==> src/rtl/oled_pkg.sv <==
// Shared types for the OLED hex message feeder: FSM encoding, request layout,
// timeout default and the payload byte selector.
package oled_pkg;

  typedef enum logic [2:0] {
    IDLE,
    WAIT_RDY,
    SEND_HDR,
    SEND_DATA,
    WAIT_DONE
  } state_t;

  localparam logic [23:0] DONE_TIMEOUT_DEF = 24'hFFFFFF;

  typedef struct packed {
    logic [7:0]  pos;
    logic [1:0]  len;
    logic [31:0] value;
  } msg_req_t;

  // Data byte k of a len+1 byte payload, most significant byte first.
  function automatic logic [7:0] data_byte(input logic [31:0] value,
                                           input logic [1:0]  len,
                                           input logic [1:0]  k);
    logic [1:0] sel;
    sel = len - k;
    return value[8*sel +: 8];
  endfunction

endpackage

==> src/rtl/msg_req_fifo.sv <==
// Request queue: power-of-two depth, wrap-bit pointers, push accepted while full
// when a pop happens in the same cycle.
module msg_req_fifo #(
  parameter int WIDTH = 42,
  parameter int DEPTH = 4
) (
  input  logic             clk,
  input  logic             rst,
  input  logic             push,
  input  logic [WIDTH-1:0] wdata,
  input  logic             pop,
  output logic [WIDTH-1:0] rdata,
  output logic             empty,
  output logic             full
);
  localparam int AW = $clog2(DEPTH);

  logic [DEPTH-1:0][WIDTH-1:0] mem;
  logic [AW:0]                 wr_ptr, rd_ptr;
  logic                        do_push, do_pop;

  assign empty   = (wr_ptr == rd_ptr);
  assign full    = (wr_ptr[AW] != rd_ptr[AW]) && (wr_ptr[AW-1:0] == rd_ptr[AW-1:0]);
  assign do_pop  = pop & ~empty;
  assign do_push = push & (~full | do_pop);
  assign rdata   = mem[rd_ptr[AW-1:0]];

  always_ff @(posedge clk) begin
    if (rst) begin
      wr_ptr <= '0;
      rd_ptr <= '0;
    end else begin
      if (do_push) wr_ptr <= wr_ptr + 1'b1;
      if (do_pop)  rd_ptr <= rd_ptr + 1'b1;
    end
  end

  always_ff @(posedge clk) begin
    if (do_push) mem[wr_ptr[AW-1:0]] <= wdata;
  end

endmodule

==> src/rtl/oled_hex_msg_feeder.sv <==
// Queues hex display requests and streams each as a header byte plus 1..4
// payload bytes to the display stage, then waits for its completion pulse.
module oled_hex_msg_feeder
  import oled_pkg::*;
#(
  parameter int          FIFO_DEPTH   = 4,
  parameter logic [23:0] DONE_TIMEOUT = DONE_TIMEOUT_DEF
) (
  input  logic        clk,
  input  logic        rst,
  input  logic        req_valid,
  output logic        req_ready,
  input  logic [7:0]  req_pos,
  input  logic [1:0]  req_len,
  input  logic [31:0] req_value,
  output logic        msg_done,
  output logic        err_timeout,
  input  logic        err_clr,
  output logic        busy,
  input  logic        disp_rdy,
  output logic        disp_wen,
  output logic [7:0]  disp_din,
  input  logic        disp_done
);
  state_t      state, state_nx;
  msg_req_t    req_in, q_out, msg;
  logic        q_empty, q_full, pop;
  logic [1:0]  byte_idx;
  logic [23:0] to_cnt;
  logic        timed_out;

  assign req_in    = '{pos: req_pos, len: req_len, value: req_value};
  assign req_ready = ~q_full;
  assign busy      = ~q_empty | (state != IDLE);
  // disp_done wins over a timeout landing in the same cycle
  assign timed_out = (state == WAIT_DONE) && !disp_done && (to_cnt == DONE_TIMEOUT - 24'd1);

  msg_req_fifo #(
    .WIDTH($bits(msg_req_t)),
    .DEPTH(FIFO_DEPTH)
  ) u_fifo (
    .clk   (clk),
    .rst   (rst),
    .push  (req_valid & req_ready),
    .wdata (req_in),
    .pop   (pop),
    .rdata (q_out),
    .empty (q_empty),
    .full  (q_full)
  );

  always_comb begin
    state_nx = state;
    pop      = 1'b0;
    case (state)
      IDLE:      if (!q_empty) begin
                   pop      = 1'b1;
                   state_nx = WAIT_RDY;
                 end
      WAIT_RDY:  if (disp_rdy) state_nx = SEND_HDR;
      SEND_HDR:  state_nx = SEND_DATA;
      SEND_DATA: if (byte_idx == msg.len) state_nx = WAIT_DONE;
      WAIT_DONE: if (disp_done || timed_out) state_nx = IDLE;
      default:   state_nx = IDLE;
    endcase
  end

  always_ff @(posedge clk) begin
    if (rst) begin
      state       <= IDLE;
      byte_idx    <= '0;
      to_cnt      <= '0;
      msg_done    <= 1'b0;
      err_timeout <= 1'b0;
    end else begin
      state    <= state_nx;
      msg_done <= (state == WAIT_DONE) && disp_done;
      byte_idx <= (state == SEND_DATA) ? byte_idx + 1'b1 : 2'd0;
      // zero outside WAIT_DONE, so the count starts clean on every entry
      to_cnt   <= (state == WAIT_DONE) ? to_cnt + 24'd1 : 24'd0;
      if (timed_out)    err_timeout <= 1'b1;
      else if (err_clr) err_timeout <= 1'b0;
    end
  end

  always_ff @(posedge clk) begin
    if (pop) msg <= q_out;
  end

  always_comb begin
    disp_wen = 1'b0;
    disp_din = 8'h00;
    if (state == SEND_HDR) begin
      disp_wen = 1'b1;
      disp_din = msg.pos;
    end else if (state == SEND_DATA) begin
      disp_wen = 1'b1;
      disp_din = data_byte(msg.value, msg.len, byte_idx);
    end
  end

endmodule

==> config.mk <==
export PLATFORM = sky130hd
export DESIGN_NAME = oled_hex_msg_feeder
export DESIGN_NICKNAME = d
export VERILOG_FILES = /design/src/rtl/oled_pkg.sv /design/src/rtl/msg_req_fifo.sv /design/src/rtl/oled_hex_msg_feeder.sv
export SDC_FILE = /design/constraint.sdc
export NUM_CORES = 1
export LEC_CHECK = 0
export ABC_AREA = 1
export ABC_CLOCK_PERIOD_IN_PS = 8200
export BUFFER_PORTS_ARGS = -buffer_cell sky130_fd_sc_hd__buf_2
export CAP_MARGIN = 40
export CORE_MARGIN = 2
export CORE_UTILIZATION = 50
export CTS_CLUSTER_SIZE = 8
export DETAILED_ROUTE_END_ITERATION = 8
export PLACE_DENSITY = 0.7
export SYNTH_ARGS = -nofsm -noshare
export SYNTH_HDL_FRONTEND = slang
export SYNTH_HIERARCHICAL = 1
export SYNTH_SLANG_ARGS = --single-unit
==> constraint.sdc <==
create_clock -name clk -period 8.2 [get_ports clk]
set_clock_uncertainty 0.2 [all_clocks]
set_input_delay 0.41 -clock clk [delete_from_list [all_inputs] [get_ports clk]]
set_output_delay 0.41 -clock clk [all_outputs]
set_load 0.01 [all_outputs]
==> results of run 1 <==
## worst max path at each step
stage	slack [ns]	end	cells after the start	startpoint
global route	3.88	u_fifo/mem[155]	11	u_fifo/rd_ptr[0]
global placement	4.29	u_fifo/mem[164]	11	u_fifo/rd_ptr[0]
detailed placement	4.20	u_fifo/mem[167]	11	u_fifo/rd_ptr[0]
finish	4.23	u_fifo/mem[150]	11	u_fifo/rd_ptr[0]
floorplan	0.1	u_fifo/mem[0]	11	u_fifo/rd_ptr[1]
CTS	4.20	u_fifo/mem[149]	11	u_fifo/rd_ptr[0]
## sequential cells by signal, summed over array words and instances, names as in the netlist, 2 cells and up
register,cells
byte_idx,2
msg,42
state,3
to_cnt,24
u_fifo/mem,168
u_fifo/rd_ptr,3
u_fifo/wr_ptr,3
## routing by layer
layer	global-route usage, %	routed length (um)	vias to the layer above
met5	0	0	-
met4	8.33	604	0
met3	3.87	1170	48
met2	32.1	9600	194
met1	24.9	8390	2977
li1	-	-	3129
## cell type report
type	instances	share of cell area (%)
inverters	50	1.59
repair buffers	113	6.84
multi-input cells	488	20.9
well taps	265	2.81
clock buffers	46	7.94
flip-flops and latches	247	59.7
clock inverters	2	0.212
## cell families after synthesis
family | synth area share [%]
DFF | 71.7
AOI/OAI and AO/OA | 8.59
and+or+nand+nor | 14.2
xor gates and xnor gates | 0.993
buffers and inverters | 3.54
adders and majority gates | 1.02
## placed cells by master, fill, tap and decap left out, types with 6 or more instances in the layout
master and count:
nand3_1 48, dlygate4sd3_1 44, buf_2 60, o21ai_0 92
edfxtp_1 210, ha_1 8, nand2_1 94, inv_1 46
clkbuf_1 10, dfxtp_1 36, clkbuf_16 36, a21oi_1 16
nor2_2 6, nand2_2 10, nor2_4 11, nor2_1 127
buf_4 9, o22ai_1 42, nand4_1 6
## cells in the mapped netlist (6+ instances only)
cell / number / share of area (%)
a21oi_1: 16 / 0.81
buf_2: 17 / 0.87
clkbuf_1: 17 / 0.65
dfxtp_1: 37 / 7.5
edfxtp_1: 210 / 64
ha_1: 8 / 1.0
inv_1: 47 / 1.8
nand2_1: 94 / 3.6
nand2_2: 10 / 0.64
nand3_1: 48 / 2.4
nand4_1: 6 / 0.38
nor2_1: 131 / 5.0
nor2_2: 6 / 0.38
nor2_4: 7 / 0.80
o21ai_0: 92 / 4.7
o22ai_1: 42 / 2.7
## through the flow
stage | util, % | worst slack (ns)
2_1_floorplan | - | 0.0980
3_3_place_gp | 53.7 | 4.29
3_5_place_dp | 53.7 | 4.20
4_1_cts | 60.9 | 4.20
5_1_grt | 60.9 | 3.88
6_report | 60.9 | 4.23
## critical path: cells and delay by family, from the launching register on
kind          cells  cell delay, ns
buf+inv           5            1.82
simple gates      5            1.00
flops             1            0.30
xor+xnor          1            0.25
## power by group through the flow
stage	clock network, mW	registers, mW	logic [mW]
4_1_cts	1.30	1.70	0.914
3_3_place_gp	0	1.72	0.872
2_1_floorplan	0	1.72	0.641
5_1_grt	1.35	1.72	1.01
6_report	1.28	1.70	0.908
3_5_place_dp	0	1.72	0.893
## what timing repair did
action / in CTS / in global routing
hold buffers: 44 / 0
gates resized for setup: 0 / 0
hold endpoints to repair: 170 / 0
==> impl_metrics.yaml, run 1 <==
pwr:
  power.share.sequential_pct: 43.7
  power_frac_comb_pct: 23.4
  power_switching_share_pct: 30.8
  total_power_after_layout_mw: 3.89
  power.net_switching_mw: 1.20
  power_frac_clock_pct: 32.9
  power_density_mw_per_mm2: 329
  worst_ir_drop_vdd_mv: 0.200
  leakagePower_nw: 4.20
  p_int_mw: 2.69
flow_run:
  timing.max_cap.violations: 0
die:
  horiz_die_dim_um: 144
  dieArea_mm2: 0.0208
  floorplan.initialDensity_pct: 50.7
  floorplan.die.height_um: 144
  core_footprint_mm2: 0.0194
  io-pin-count: 61
  placement_rows: 51
worst_setup_path:
  regToRegStartpoint: "u_fifo/rd_ptr[0]"
  timing.rr.end: "u_fifo/mem[150]"
  crit_slowest_cell: "buf_4"
  worst_setup_path_start_kind: "flop"
  crit_top_cell: "buf_4"
  worst_r2r_path_depth: 11
  worst_case_register_to_register_setup_slack_ns: 4.23
  cpPeakStageDelay_ns: 0.64
  path_class: "reg -> reg"
  crit_path_max_fanout: 88
  cp.required_ns: 8.14
  end_kind: "flop"
  critPathArrivalTime_ns: 3.90
  worstPathCellList: "buf_4 -> xnor2_1 -> nand3_1 -> inv_1 -> nor4_2 -> buf_4 -> inv_1 -> nand4_2 -> nand2_2 -> nor2_4 -> buf_4"
logic_synthesis:
  synth-main-ff-cell: "edfxtp_1"
  post_synth_inst_count: 820
  synth-seq-cells: 247
  synthesis.area_mm2: 0.00983
  ys_seq_area_share_pct: 71.7
  postSynthAreaPerCell_um2: 12.0
  synthesis.nets: 876
  number_of_enable_type_register_cells_in_the_synthesized_netlist: 210
  yosys_warn_count: 6
  synth_cell_type_count: 33
  synthArstFlopShare_pct: 0
final_layout:
  layout.cells.non_filler: 1211
  drive_gt1_share_pct: 15.2
  num_antenna_cells: 0
  syn_to_final_growth_pct: 20.1
  final_nets: 992
  layout.cell_area.non_filler_mm2: 0.0118
  filler_cell_count: 1551
  multi_input_comb_area_mm2: 0.00247
  ff_latch_area_mm2: 0.00705
sta:
  timing.final.hold_violations: 0
  fmax_mhz: 252
  finalCriticalPeriod_ns: 3.97
  rsz0062_at_grt: "no"
  finalHoldWorstSlack_ns: 0.0435
  finalSetupViolCount: 0
  slew_headroom_pct: 44.1
  finalSetupTns_ns: 0
  post-route-period-util_pct: 48.4
  maxSlewViolCount: 0
  worstMarginPinSlew_ns: 0.838
worst_hold_path:
  worstHoldStart: "rst"
  hold-path-endpoint: "err_timeout"
  hold_path_class: "in -> reg"
  hold-path-cell-count: 2
placement:
  number_of_input_and_output_port_buffers_inserted: 60
  dpl.hpwl_um: 11400
  dpl_cell_area_mm2: 0.0104
  dp.cells: 1119
  gp_congestion: 0.783
cts:
  buffer_depth_of_the_longest_clock_path: 3
  postCtsSetupRepairBufs: 0
  clock_tree_from_tritoncts: "built"
  worst_path_clk_slew_ns: 0.05
  cts_buffers: 36
  number_of_sinks_driven_by_the_clock_tree: 247
  cts_root_buf: "clkbuf_16"
  clock_tree.htree_level_count: 2
  insertion_delay_ns: 0.51
routing:
  detail_route.first_pass.iterations: 8
  final_ant_viol_nets: 0
  drcViolationCount: 0
  sum_of_routed_wire_length_over_all_layers_um: 19800
  drt_iter0_drc: 520
  routed-via-count: 6348
  post_drt_via_cell_ratio: 5.24
  wire_per_inst_um: 16.3
status:
  run_status: "complete, no violations"
global_routing:
  global_route_wire_length_before_repair_um: 30900
  grt_overflow_total: 0
  grt_max_degree: 89
  grt_antenna_before_repair: 0
  overall_global_routing_usage_pct: 19.3
  via_count_of_the_first_global_routing_pass: 6125
Power figures use the tool's default switching activity.
==> run 2, diff against run 1 <==
Settings changed: ABC_CLOCK_PERIOD_IN_PS 8200 to 4100, PLACE_DENSITY 0.7 to 0.68.
Clock period 8.2 ns to 4.1 ns, I/O delays scaled along.
==> run 2 against run 1 <==
Against the previous run: cell area up 1.6%; critical path type unchanged; sequential cell count unchanged; first-iteration DRC count fell by 12%; utilization is 0.97 points higher; sequential power rose by 100%; largest cell class unchanged; highest routed layer unchanged.
==> impl_metrics.yaml, run 2 (synthesis gave the netlist of run 1 again) <==
status:
  run_status: "complete, no violations"
worst_setup_path:
  path_class: "reg -> reg"
  worst_case_register_to_register_setup_slack_ns: 1.07
  worst_r2r_path_depth: 11
  critPathArrivalTime_ns: 3.03
  crit_path_max_fanout: 26
  worst_setup_path_start_kind: "flop"
  end_kind: "flop"
  cp.required_ns: 4.09
final_layout:
  max_reg_flops: 168
  drive_gt1_share_pct: 15.4
  syn_to_final_growth_pct: 22.1
  layout.cells.most_common: "edfxtp_1"
  final_nets: 999
  filler_cell_count: 1500
  num_antenna_cells: 0
  most-common-layout-cells: "edfxtp_1, nor2_1, nand2_1"
cts:
  insertion_delay_ns: 0.51
  worst_path_clk_slew_ns: 0.05
  clock_tree.htree_level_count: 2
  clock_tree_from_tritoncts: "built"
  cts_buffers: 36
  buffer_depth_of_the_longest_clock_path: 3
  number_of_sinks_driven_by_the_clock_tree: 247
  cts_root_buf: "clkbuf_16"
  postCtsSetupRepairBufs: 0
sta:
  fmax_mhz: 330
  rsz0062_at_grt: "no"
  maxSlewViolCount: 0
  finalSetupViolCount: 0
  timing.final.hold_violations: 0
  finalSetupTns_ns: 0
  worstMarginPinSlew_ns: 0.897
  fin_ws_ns: 1.07
  post-route-period-util_pct: 74.0
  finalCriticalPeriod_ns: 3.03
  slew_headroom_pct: 40.2
global_routing:
  grt_overflow_total: 0
  global_route_wire_length_before_repair_um: 33700
  via_count_of_the_first_global_routing_pass: 6504
  grt_max_degree: 88
  grt_antenna_before_repair: 0
  overall_global_routing_usage_pct: 21.3
routing:
  routed-via-count: 6452
  detail_route.first_pass.iterations: 5
  final_ant_viol_nets: 0
  wire_per_inst_um: 17.3
  post_drt_via_cell_ratio: 5.25
  drt_iter0_drc: 457
  sum_of_routed_wire_length_over_all_layers_um: 21300
  drcViolationCount: 0
worst_hold_path:
  hold_path_class: "in -> reg"
  hold-path-cell-count: 5
die:
  io-pin-count: 61
  floorplan.initialDensity_pct: 50.7
  floorplan.die.height_um: 144
  core_footprint_mm2: 0.0194
  placement_rows: 51
  dieArea_mm2: 0.0208
  horiz_die_dim_um: 144
pwr:
  leakagePower_nw: 4.28
  power_density_mw_per_mm2: 667
  total_power_after_layout_mw: 8.00
  worst_ir_drop_vdd_mv: 0.455
placement:
  gp_congestion: 0.860
  dp_slack_ns: 1.08
  number_of_input_and_output_port_buffers_inserted: 60
  dpl.hpwl_um: 12200
flow_run:
  timing.max_cap.violations: 0
## run 2: cell types whose count changed in the layout (fill, tap and decap cells not counted), sizes merged
| cell | delta |
|---|---|
| buf | +3 |
| clkbuf | +10 |
| clkinv | +1 |
| dlygate4sd3 | +4 |
| inv | -1 |
## run 2: per-stage QoR
stage          hold slack (ns)  cells  util [%]  cell area [um2]
3_5_place_dp             0.222   1122      54.0            10500
6_report                0.0167   1228      61.9            12000
5_1_grt                 0.0587   1228      61.9            12000
2_1_floorplan           0.0741    820         -             9860
3_3_place_gp             0.220   1122      54.0            10500
4_1_cts                0.00884   1228      61.9            12000
## run 2: path summary, 6_finish.rpt
path | startpoint | to
setup / recovery | u_fifo/rd_ptr[1] | u_fifo/mem[118]
hold / removal | req_valid | u_fifo/wr_ptr[2]
setup reg to reg | u_fifo/rd_ptr[1] | u_fifo/mem[118]
hold reg to reg | to_cnt[0] | to_cnt[0]
## run 2: final cells by class
cell class | count | area, um2 | share of cell area (%)
flip-flops and latches | 247 | 7050 | 58.7
multi-input cells | 488 | 2480 | 20.7
well taps | 265 | 332 | 2.76
repair buffers | 120 | 908 | 7.57
inverters | 50 | 188 | 1.56
clock inverters | 2 | 46.3 | 0.386
clock buffers | 56 | 997 | 8.31
## run 2: repair_timing
action / in CTS / in global routing
endpoints found under the hold margin: 179 / 0
hold buffers: 48 / 0
resized for setup: 0 / 0
## run 2: worst max-delay path: stages, from the launching register on
cell	delay, ns
dfxtp_1	0.66
inv_2	0.07
nand2_1	0.07
nand2_1	0.09
nand3_1	0.14
inv_1	0.10
nor4_4	0.15
inv_1	0.08
nand4_2	0.14
nand2_2	0.18
nor2_4	0.55
buf_12	0.29
## run 2: power breakdown
| group | total, mW | internal [mW] | switching (mW) |
|---|---|---|---|
| combinational | 1.88 | 0.548 | 1.34 |
| sequential | 3.44 | 3.28 | 0.158 |
| clock | 2.68 | 1.66 | 1.02 |
## run 2: metal layers
metal / global-route usage, % / up-vias / routed length [um]
li1: - / 3153 / -
met1: 27.8 / 3034 / 9030
met2: 35.7 / 212 / 10200
met3: 4.14 / 53 / 1440
met4: 8.02 / 0 / 625
met5: 0 / - / 0
==> run 3, diff against run 2 <==
Settings changed: ABC_CLOCK_PERIOD_IN_PS 4100 to 2620, PLACE_DENSITY 0.68 to 0.7.
Clock period 4.1 ns to 2.62 ns, I/O delays scaled along.
==> run 3 against run 2 <==
Against the previous run: final cell count is 0.81% higher; sequential cell count stayed put; combinational power is 66% higher; worst hold slack worse by 0.0093 ns; critical path type is now reg -> out; count of clock-buffer cells in the layout is 1 lower; clock power is 56% higher; register-to-register slack worse by 0.90 ns; routed wire length is 1.4% lower.
==> impl_metrics.yaml, run 3 (synthesis gave the netlist of run 1 again) <==
routing:
  routed-via-count: 6600
  wire_per_inst_um: 17.0
  drt_iter0_drc: 436
  sum_of_routed_wire_length_over_all_layers_um: 21000
  drcViolationCount: 0
  routed.top_layer: "met4"
  detail_route.first_pass.iterations: 5
  wirelength_met1_um: 8990
  detailroute.wirelength.met3_um: 1320
  wl_met2_um: 10100
  post_drt_via_cell_ratio: 5.33
  final_ant_viol_nets: 0
status:
  run_status: "complete, no violations"
final_layout:
  postLayoutCoreUtil_pct: 62.6
  syn_to_final_growth_pct: 23.6
  drive_gt1_share_pct: 17.4
  final_nets: 1009
  max_reg_flops: 168
  layout.cells.most_common: "edfxtp_1"
  most-common-layout-cells: "edfxtp_1, nor2_1, nand2_1"
  filler_cell_count: 1502
cts:
  cts_buffers: 36
  cts_root_buf: "clkbuf_16"
  worst_path_clk_slew_ns: 0.05
  number_of_sinks_driven_by_the_clock_tree: 247
  insertion_delay_ns: 0.51
  clock_tree.htree_level_count: 2
  clock_tree_from_tritoncts: "built"
  buffer_depth_of_the_longest_clock_path: 3
die:
  floorplan.initialDensity_pct: 50.7
  horiz_die_dim_um: 144
  io-pin-count: 61
  placement_rows: 51
  floorplan.die.height_um: 144
  core_footprint_mm2: 0.0194
  dieArea_mm2: 0.0208
sta:
  finalSetupViolCount: 0
  timing.final.hold_violations: 0
  fin_ws_ns: 0.133
  finalCriticalPeriod_ns: 2.49
  rsz0062_at_grt: "no"
  maxSlewViolCount: 0
  slew_headroom_pct: 42.3
  post-route-period-util_pct: 94.9
  fmax_mhz: 402
  worstMarginPinSlew_ns: 0.866
worst_setup_path:
  timing.rr.end: "u_fifo/wr_ptr[2]"
  crit_path_max_fanout: 9
  regToRegStartpoint: "u_fifo/wr_ptr[2]"
  path_class: "reg -> out"
  worst_r2r_path_depth: 12
  cp.required_ns: 2.29
  worst_setup_path_start_kind: "flop"
  end_kind: "output pin"
  critPathArrivalTime_ns: 2.16
  worst_case_register_to_register_setup_slack_ns: 0.17
pwr:
  power_density_mw_per_mm2: 1040
  leakagePower_nw: 4.34
  worst_ir_drop_vdd_mv: 0.577
worst_hold_path:
  hold_path_class: "in -> reg"
  worstHoldStart: "req_valid"
  hold-path-cell-count: 7
  hold-path-endpoint: "u_fifo/wr_ptr[0]"
global_routing:
  grt_max_degree: 88
  via_count_of_the_first_global_routing_pass: 6591
  global_route_wire_length_before_repair_um: 33400
  grt_overflow_total: 0
  grt_antenna_before_repair: 1
  overall_global_routing_usage_pct: 21.0
placement:
  gp_congestion: 0.852
  number_of_input_and_output_port_buffers_inserted: 60
  dp_slack_ns: 0.205
  dpl.hpwl_um: 12400
flow_run:
  timing.max_cap.violations: 0
run 3: cell types whose count changed in the layout (fill, tap and decap cells not counted), sizes merged:
cell,delta
buf,+10
clkbuf,-1
clkinvlp,+1
diode,+1
inv,-1
run 3: how the worst max path moves through the flow:
stage                     cells after the start  slack, ns        startpoint       endpoint
after global routing                          9      0.004           msg[32]    disp_din[5]
after detailed placement                     11       0.21  u_fifo/wr_ptr[1]  u_fifo/mem[1]
final                                         8       0.13           msg[33]    disp_din[3]
after floorplan                              11      -1.49  u_fifo/rd_ptr[1]  u_fifo/mem[0]
after global placement                       11       0.28  u_fifo/wr_ptr[1]  u_fifo/mem[1]
after CTS                                     8       0.04           msg[32]    disp_din[7]
run 3: stage by stage:
stage	hold slack [ns]	cells	instance area, um2	TNS (ns)	power [mW]
2_1_floorplan	0.0000658	820	9910	-261.37	7.42
3_3_place_gp	0.147	1130	10600	0	8.35
3_5_place_dp	0.149	1130	10600	0	8.42
4_1_cts	0.00751	1235	12100	0	12.7
5_1_grt	0.0748	1238	12100	0	13.3
6_report	0.00739	1238	12100	0	12.7
run 3: layout make-up:
class | instances | area [um2] | share of cell area, %
Tap cell | 265 | 332 | 2.73
Clock inverter | 2 | 46.3 | 0.381
Sequential cell | 247 | 7050 | 58.0
Multi-Input combinational cell | 488 | 2520 | 20.8
Timing Repair Buffer | 130 | 1010 | 8.30
Clock buffer | 55 | 993 | 8.18
Antenna cell | 1 | 2.50 | 0.0206
Inverter | 50 | 194 | 1.60
run 3: layer usage:
metal | vias to the layer above | global-route usage, %
li1 | 3179 | -
met4 | 0 | 7.26
met1 | 3146 | 27.3
met2 | 228 | 35.7
met5 | - | 0
met3 | 47 | 4.27
run 3: power by group:
| group | switching [mW] | total [mW] | internal [mW] |
|---|---|---|---|
| logic | 2.17 | 3.13 | 0.961 |
| registers | 0.227 | 5.36 | 5.13 |
| clock network | 1.58 | 4.18 | 2.60 |
| total | 3.98 | 12.7 | 8.69 |
run 3: what timing repair did:
item | CTS | global route
hold buffers | 48 | 0
resized for setup | 2 | 2
setup buffers | 0 | 2
hold endpoints to repair | 181 | 0
endpoints found under the setup margin | 7 | 27
pin swaps | 0 | 0
run 3: worst max-delay path: stages (launching register included):
cell and delay, ns:
edfxtp_1 0.43, nand2_1 0.11, nand2_1 0.13, xnor2_4 0.34, inv_2 0.20, nand3_1 0.12, nand3_1 0.07, nand2_1 0.12
buf_2 0.15
